### src/rtl/fpop_pkg.sv
// rtl/fpop_pkg.sv - shared types and Q-format constants for the fpop issuer
package fpop_pkg;

  localparam int QBITS = 23;
  localparam int NBITS = 32;

  typedef enum logic [1:0] {
    ADD     = 2'b00,
    MUL     = 2'b01,
    DIV     = 2'b10,
    ILLEGAL = 2'b11
  } fpop_op_e;

  typedef enum logic [1:0] {
    IDLE  = 2'b00,
    ISSUE = 2'b01,
    WAIT  = 2'b10,
    RESP  = 2'b11
  } fpop_state_e;

  // One queued command: opcode followed by both operands.
  typedef struct packed {
    fpop_op_e         op;
    logic [NBITS-1:0] a;
    logic [NBITS-1:0] b;
  } fpop_cmd_t;

endpackage

### src/rtl/fpop_cmd_fifo.sv
// rtl/fpop_cmd_fifo.sv - command queue, registered count, no bypass
module fpop_cmd_fifo
  import fpop_pkg::*;
#(
  parameter int DEPTH = 4,
  parameter int WIDTH = $bits(fpop_cmd_t)
) (
  input  logic                     clk,
  input  logic                     reset,
  input  logic                     push,
  input  logic                     pop,
  input  logic [WIDTH-1:0]         wdata,
  output logic [WIDTH-1:0]         rdata,
  output logic                     full,
  output logic                     empty,
  output logic [$clog2(DEPTH):0]   count
);

  localparam int AW = $clog2(DEPTH);
  localparam int CW = AW + 1;
  localparam logic [CW-1:0] CAP = CW'(DEPTH);

  logic [WIDTH-1:0] mem [DEPTH];
  logic [AW-1:0]    wptr;
  logic [AW-1:0]    rptr;
  logic             do_push;
  logic             do_pop;

  assign full    = (count == CAP);
  assign empty   = (count == '0);
  assign do_push = push && !full;
  assign do_pop  = pop && !empty;
  assign rdata   = mem[rptr];

  // Storage write; contents need no reset since count guards every read.
  always_ff @(posedge clk) begin
    if (do_push) begin
      mem[wptr] <= wdata;
    end
  end

  // Pointer and occupancy bookkeeping; depth is a power of two so pointers wrap naturally.
  always_ff @(posedge clk) begin
    if (reset) begin
      wptr  <= '0;
      rptr  <= '0;
      count <= '0;
    end else begin
      if (do_push) begin
        wptr <= wptr + AW'(1);
      end
      if (do_pop) begin
        rptr <= rptr + AW'(1);
      end
      case ({do_push, do_pop})
        2'b10:   count <= count + CW'(1);
        2'b01:   count <= count - CW'(1);
        default: count <= count;
      endcase
    end
  end

endmodule

### src/rtl/fpop_issuer.sv
// rtl/fpop_issuer.sv - in-order issuer driving the arithmetic top, one op outstanding
module fpop_issuer
  import fpop_pkg::*;
#(
  parameter int FIFO_DEPTH  = 4,
  parameter int FIX_LAT     = 2,
  parameter int DIV_TIMEOUT = 64
) (
  input  logic             clk,
  input  logic             reset,
  input  logic             cmd_valid,
  output logic             cmd_ready,
  input  logic [1:0]       cmd_opcode,
  input  logic [NBITS-1:0] cmd_a,
  input  logic [NBITS-1:0] cmd_b,
  output logic [NBITS-1:0] alu_a,
  output logic [NBITS-1:0] alu_b,
  output logic [1:0]       alu_opcode,
  output logic             alu_start,
  input  logic [NBITS-1:0] alu_c,
  input  logic             alu_done,
  output logic             rsp_valid,
  input  logic             rsp_ready,
  output logic [NBITS-1:0] rsp_data,
  output logic             rsp_err
);

  localparam int QCW      = $clog2(FIFO_DEPTH) + 1;
  localparam int WAIT_MAX = (DIV_TIMEOUT > FIX_LAT) ? DIV_TIMEOUT : FIX_LAT;
  localparam int WCW      = $clog2(WAIT_MAX + 1);
  localparam logic [QCW-1:0] QUEUE_CAP = QCW'(FIFO_DEPTH);
  localparam logic [WCW-1:0] FIX_LAST  = WCW'(FIX_LAT - 1);
  localparam logic [WCW-1:0] DIV_LAST  = WCW'(DIV_TIMEOUT - 1);

  fpop_cmd_t       cmd_in;
  fpop_cmd_t       cmd_head;
  logic            fifo_push;
  logic            fifo_pop;
  logic            fifo_full;
  logic            fifo_empty;
  logic [QCW-1:0]  fifo_count;

  fpop_state_e     state;
  fpop_op_e        cur_op;
  logic [WCW-1:0]  wait_cnt;

  assign cmd_in.op = fpop_op_e'(cmd_opcode);
  assign cmd_in.a  = cmd_a;
  assign cmd_in.b  = cmd_b;

  // Ready comes from the registered count only, so a same-cycle pop never frees a slot early.
  assign cmd_ready  = (fifo_count < QUEUE_CAP);
  assign fifo_push  = cmd_valid && !fifo_full;
  assign fifo_pop   = (state == IDLE) && !fifo_empty;
  assign alu_opcode = cur_op;

  fpop_cmd_fifo #(
    .DEPTH (FIFO_DEPTH),
    .WIDTH ($bits(fpop_cmd_t))
  ) u_cmd_fifo (
    .clk   (clk),
    .reset (reset),
    .push  (fifo_push),
    .pop   (fifo_pop),
    .wdata (cmd_in),
    .rdata (cmd_head),
    .full  (fifo_full),
    .empty (fifo_empty),
    .count (fifo_count)
  );

  // Issue FSM: pop, pulse start, wait for a fixed latency or divider completion, hold the response.
  always_ff @(posedge clk) begin
    if (reset) begin
      state     <= IDLE;
      cur_op    <= ADD;
      alu_a     <= '0;
      alu_b     <= '0;
      alu_start <= 1'b0;
      rsp_valid <= 1'b0;
      rsp_data  <= '0;
      rsp_err   <= 1'b0;
      wait_cnt  <= '0;
    end else begin
      alu_start <= 1'b0;
      case (state)
        IDLE: begin
          if (!fifo_empty) begin
            cur_op   <= cmd_head.op;
            alu_a    <= cmd_head.a;
            alu_b    <= cmd_head.b;
            wait_cnt <= '0;
            if (cmd_head.op == ILLEGAL) begin
              state     <= RESP;
              rsp_valid <= 1'b1;
              rsp_err   <= 1'b1;
              rsp_data  <= '0;
            end else begin
              state     <= ISSUE;
              alu_start <= 1'b1;
            end
          end
        end
        ISSUE: begin
          state <= WAIT;
        end
        WAIT: begin
          wait_cnt <= wait_cnt + WCW'(1);
          if (cur_op == DIV) begin
            if (alu_done) begin
              state     <= RESP;
              rsp_valid <= 1'b1;
              rsp_err   <= 1'b0;
              rsp_data  <= alu_c;
            end else if (wait_cnt == DIV_LAST) begin
              state     <= RESP;
              rsp_valid <= 1'b1;
              rsp_err   <= 1'b1;
              rsp_data  <= '0;
            end
          end else if (wait_cnt == FIX_LAST) begin
            state     <= RESP;
            rsp_valid <= 1'b1;
            rsp_err   <= 1'b0;
            rsp_data  <= alu_c;
          end
        end
        RESP: begin
          if (rsp_ready) begin
            state     <= IDLE;
            rsp_valid <= 1'b0;
          end
        end
        default: begin
          state <= IDLE;
        end
      endcase
    end
  end

endmodule

### config.mk
export PLATFORM = sky130hd
export DESIGN_NAME = fpop_issuer
export DESIGN_NICKNAME = d
export VERILOG_FILES = /design/src/rtl/fpop_pkg.sv /design/src/rtl/fpop_cmd_fifo.sv /design/src/rtl/fpop_issuer.sv
export SDC_FILE = /design/constraint.sdc
export NUM_CORES = 1
export LEC_CHECK = 0
export ABC_AREA = 1
export CAP_MARGIN = 5
export CORE_MARGIN = 2
export CORE_UTILIZATION = 25
export CTS_CLUSTER_DIAMETER = 60
export CTS_CLUSTER_SIZE = 40
export DETAILED_ROUTE_END_ITERATION = 16
export GPL_ROUTABILITY_DRIVEN = 0
export RECOVER_POWER = 100
export SLEW_MARGIN = 5
export SYNTH_ARGS = -nofsm -noshare
export SYNTH_HDL_FRONTEND = slang
export SYNTH_SLANG_ARGS = --single-unit
### constraint.sdc
create_clock -name clk -period 4.4 [get_ports clk]
set_clock_uncertainty 0.1 [all_clocks]
set_input_delay 0.88 -clock clk [delete_from_list [all_inputs] [get_ports clk]]
set_output_delay 0.88 -clock clk [all_outputs]
set_load 0.005 [all_outputs]
## Yosys cells after proc, flatten, opt, wreduce, memory -nomap -nowiden

Memory sizes are Yosys's and may differ from the RTL's. A register that Yosys moved wholly into a read port is not among the register bits.
Index checks and enable logic that the tools add are counted.

- Register bits: 117
- RAM bits: 264
- Input port bits: 103
- Output and inout bits: 102
- Logic and storage cells: 88
- Memories: 1

Memories:

| name | words | bits a word | read ports | clocked after Yosys merged registers in | write ports | line | text |
|---|---|---|---|---|---|---|---|
| u_cmd_fifo.mem | 4 | 66 | 1 | 1 | 1 | fpop_cmd_fifo.sv:23 | `logic [WIDTH-1:0] mem [DEPTH];` |

- Add/subtract/negate cells: 5
- Magnitude comparators: 1
- Eq/ne operators: 15
- Mux-type cells: 35
- Bitwise operators: 2
- Reductions and logical operators: 17

Operators by type and width:

| cell | count |
|---|---|
| two-way mux 32 bit | 6 |
| case mux 32 bit (2 select lines) | 1 |
| two-way mux 2 bit | 9 |
| case mux 7 bit (2 select lines) | 1 |
| two-way mux 1 bit | 13 |
| == test 2 bit, second input constant | 5 |
| case mux 2 bit (4 select lines) | 1 |
| adder 7 x 1 -> 7 bit, second input constant | 1 |
| == test 7 x 1 -> 1 bit, second input constant | 1 |
| == test 7 x 6 -> 1 bit, second input constant | 1 |
| two-way mux 7 bit | 1 |
| case mux 3 bit (2 select lines) | 1 |
| AND reduction 6 bit | 1 |
| AND reduction 5 bit | 1 |
| adder 2 x 1 -> 2 bit, second input constant | 2 |
| == test 2 x 1 -> 1 bit, second input constant | 2 |
| logical AND 1 bit | 4 |
| inequality test 2 bit, second input constant | 2 |
| inequality test 4 bit, second input constant | 1 |
| AND reduction 2 bit | 2 |
| AND reduction 4 bit | 1 |
| nonzero test 2 bit | 2 |
| adder 3 x 1 -> 3 bit, second input constant | 1 |
| == test 3 bit, second input constant | 1 |
| 12 further kinds | 14 |

## Logic depth before layout (Yosys ltp)

- Depth in word-level cells: 6
- Gate-level depth with buffers: 14
- Mapped depth without buffers: 12

## By module

From an unflattened synthesis, not the netlist that was laid out.

- Cell total of the unflattened synthesis: 1325
- Area, all modules: 15539.9 sq um

By module, submodules not included:

| module | instances | cells each | area each (sq um) | seq. area each (sq um) |
|---|---|---|---|---|
| fpop_cmd_fifo | 1 | 708 | 10872.9 | 8107.8 |
| fpop_issuer | 1 | 617 | 4667.0 | 2202.1 |

## Worst setup path after synthesis

Ideal clock, no wire load.

- Kind: input -> register
- Start: input cmd_valid
- End: memory u_cmd_fifo.mem[0][0] in the netlist's numbering, enable pin
- Setup time: 0.491 ns
- Arrival: 3.772 ns
- Data required time: 3.809 ns
- Path slack: 0.038 ns
- Stages on the path: 2
- Path buffers: 0
- Cells stage by stage: o31ai_2 -> nor2_1

- Word-level cells in the longest chain between the ends: 4

RTL lines:

| element | line | text |
|---|---|---|
| start, declared | fpop_issuer.sv:11 | `input logic cmd_valid,` |
| logical AND 1 bit | fpop_issuer.sv:53 | `assign fifo_push = cmd_valid && !fifo_full;` |
| logical AND 1 bit | fpop_cmd_fifo.sv:31 | `assign do_push = push && !full;` |
| two-way mux 1 bit | fpop_cmd_fifo.sv:37 | `if (do_push) begin` |
| two-way mux 1 bit (not written as such) | fpop_cmd_fifo.sv:38 | `mem[wptr] <= wdata;` |
| end, declared | fpop_cmd_fifo.sv:23 |  |

No other way between the ends.

## Worst setup path in the final report

- Start: input cmd_valid
- End: memory u_cmd_fifo.mem[0][56] in the netlist's numbering, enable pin

Same word-level chain as after synthesis.

==> results.toml <==
[yosys]
synth_adder_area_share_pct = 1.156
syn_inst = 1351
synth_top_family_by_area = "simple AND/OR/NAND/NOR gates"
synth_xor_area_share_pct = 0.05952
synth_area_leaders = "edfxtp_1 (54%), dfxtp_1 (16%), nor2_1 (9.0%)"
synthArstFlopShare_pct = 0
synth_warnings = 0
syn_avg_cell_area_um2 = 10.89
yosys.area_share.simple_pct = 12.98
yosys.area.top_type_share_pct = 53.88
synthTopCellsByCount = "nor2_1 (354), edfxtp_1 (264), o21ai_0 (203)"
synth_nets = 1467
yosys.area.top_type = "edfxtp_1"
synthFlopType = "edfxtp_1"
synthMostInstantiatedCell = "nor2_1"
synth_seq_cells = 383
synth-compound-area-share_pct = 11.15
muxShareOfSynthArea_pct = 0
syn_area_mm2 = 0.01471
synth-seq-area-share_pct = 70.07
synth_edf_count = 264
synth_cell_type_count = 31

[worst_hold_path]
min_path_type = "register to register"

[global_routing]
grt.total_usage_pct = 12.05
grt_pass1_wl_mm = 56.42
grt_pass1_vias = 9974
antenna_found_initial = 11
grt_max_degree = 101
grt_remaining_overflow = 0

[clock_network]
htree_levels = 2
clkLatencyLatePin_ps = 540
cts_tree = "done"
post_cts_resized = 0
cts_buffers = 36
post_cts_buffers = 0
clkSinkCount = 383
clk_pin_slew_ps = 60
clockBufferDepth = 3
holdBufCountCts = 0
clockRootBuffer = "clkbuf_16"

[flow_run]
max_cap_violations = 3

[critical_path]
worstSetupStartpointType = "primary input"
crit_fanout = 31
slowest_delay_ps = 1690
endpoint_kind = "register"
cp_top_family = "buffers and inverters"
worst-setup-path-type = "primary input to register"
crit_arrival_ps = 3680
crit_chain = "dlygate4sd3_1 -> o31ai_1 -> nor2_4 -> clkbuf_1"
critPathRequiredTime_ps = 4410
critical-path-slowest-cell = "clkbuf_1"
worstPathBufferInverterCount = 2

[routing]
drc = 0
wire_per_inst_um = 16.13
num_vias = 10160
viasPerCell = 4.376
first_pass_iters = 4
drt-total-wl_mm = 37.45
antenna_left = 0
drtIter0Drc = 615

[floorplanning]
die_area_mm2 = 0.06081
start_util_pct = 25.41
die_y_um = 246.6
io_pins = 205
die_w_um = 246.6
core-area_mm2 = 0.05792
rows = 88

[sta]
final.setup.tns_ps = 0
fin_crit_ps = 3669
slew_violations = 74
hold_violations = 0
fmax_mhz = 272.6
rsz0062_at_grt = "no"
post-route-period-util_pct = 83.38
setup_viol = 0
relSlewSlack_pct = -57.19
tightestPinTransition_ps = 2358

[power]
power.internal_w = 0.007857
seq_power_share_pct = 41.2
peakVddDrop_uv = 362.6
power.switching_w = 0.004310
swShare_pct = 35.42
p_clk_share_pct = 27.1
leakage_nw = 6.928
comb_power_share_pct = 31.7
power_density_mw_per_mm2 = 649.5

[cells_and_area]
nFillCells = 5858
final_nets = 1645
drive_above_1_share_pct = 6.620
final_cells = 2322
syn2layout_area_growth_pct = 27.32

[placed_design]
portBuffers = 204
hpwlAfterDp_mm = 21.80
dp_cells = 2256

[status]
status = "complete, but fails checks"
violations = "max-capacitance violations, max-slew violations"
cell type report:
type                            count  area [um2]  share of cell area [%]
Tap cell                          765       957.2                   5.109
Clock inverter                     27       336.6                   1.797
Multi-Input combinational cell    806        3740                   19.96
Timing Repair Buffer              221        2141                   11.43
Inverter                           81       310.3                   1.656
Clock buffer                       38       929.6                   4.962
Antenna cell                        1       2.502                 0.01336
Sequential cell                   383       10320                   55.07
worst paths after layout:
| path | from | to | slack (ps) | cells after the start |
|---|---|---|---|---|
| setup reg to reg | u_cmd_fifo.count[2] | u_cmd_fifo.mem[0][56] | 950 | 4 |
| hold reg to reg | u_cmd_fifo.rptr[1] | register | 360 | 2 |
| hold / removal | u_cmd_fifo.rptr[1] | register | 360 | 2 |
| setup / recovery | cmd_valid | u_cmd_fifo.mem[0][56] | 730 | 4 |
cell families after synthesis:
group / after synthesis
fa+ha+maj: 13
xor+xnor: 1
flops: 383
compound gates: 306
simple gates: 486
buf+inv: 162
state kept, by name, indices dropped and copies added (netlist names), named ones only:
signal,cells
alu_start,1
alu_a,32
rsp_data,32
state,2
u_cmd_fifo.rptr,2
u_cmd_fifo.count,3
wait_cnt,7
u_cmd_fifo.mem,264
u_cmd_fifo.wptr,2
rsp_valid,1
alu_b,32
alu_opcode,2
rsp_err,1
tightest hold or removal path: stages (launching register included):
cell and delay [ps]:
dfxtp_1 290, inv_1 50, a21oi_1 70
placed cells by master (no fill, tap or decap), drive strengths merged, types with 12 or more instances in the layout:
cell and instances:
a21oi 29, a31oi 65, clkbuf 48, clkdlybuf4s50 34, dfxtp 119, dlygate4sd3 170
edfxtp 264, ha 12, inv 97, nand2 99, nand3 27, nor2 356
o21ai 207
per-stage QoR:
step	hold slack, ps	setup WS, ps	util [%]	power (W)	area, um2
2_1_floorplan	336.3	37.70	-	0.007446	14710
3_3_place_gp	348.5	1285	30.24	0.009107	17510
3_5_place_dp	352.0	1272	30.24	0.009212	17510
4_1_cts	362.5	1320	32.43	0.01257	18780
5_1_grt	389.6	559.4	32.35	0.01304	18730
6_report	365.0	731.1	32.35	0.01217	18730
power groups by stage:
stage	sequential (W)	combinational [W]	clock, W
CTS	0.00503	0.00413	0.00341
floorplan	0.00504	0.00241	0
global placement	0.00509	0.00402	0
global route	0.00510	0.00437	0.00357
finish	0.00501	0.00386	0.00330
detailed placement	0.00510	0.00411	0
metal layers:
metal,vias up,GRT usage [%],share of wire [%]
li1,4991,-,-
met1,4820,14.87,44
met2,261,20.24,47
met3,72,3.878,7.3
met4,18,3.189,1.8
met5,-,0,0.30
Power figures use the tool's default switching activity.
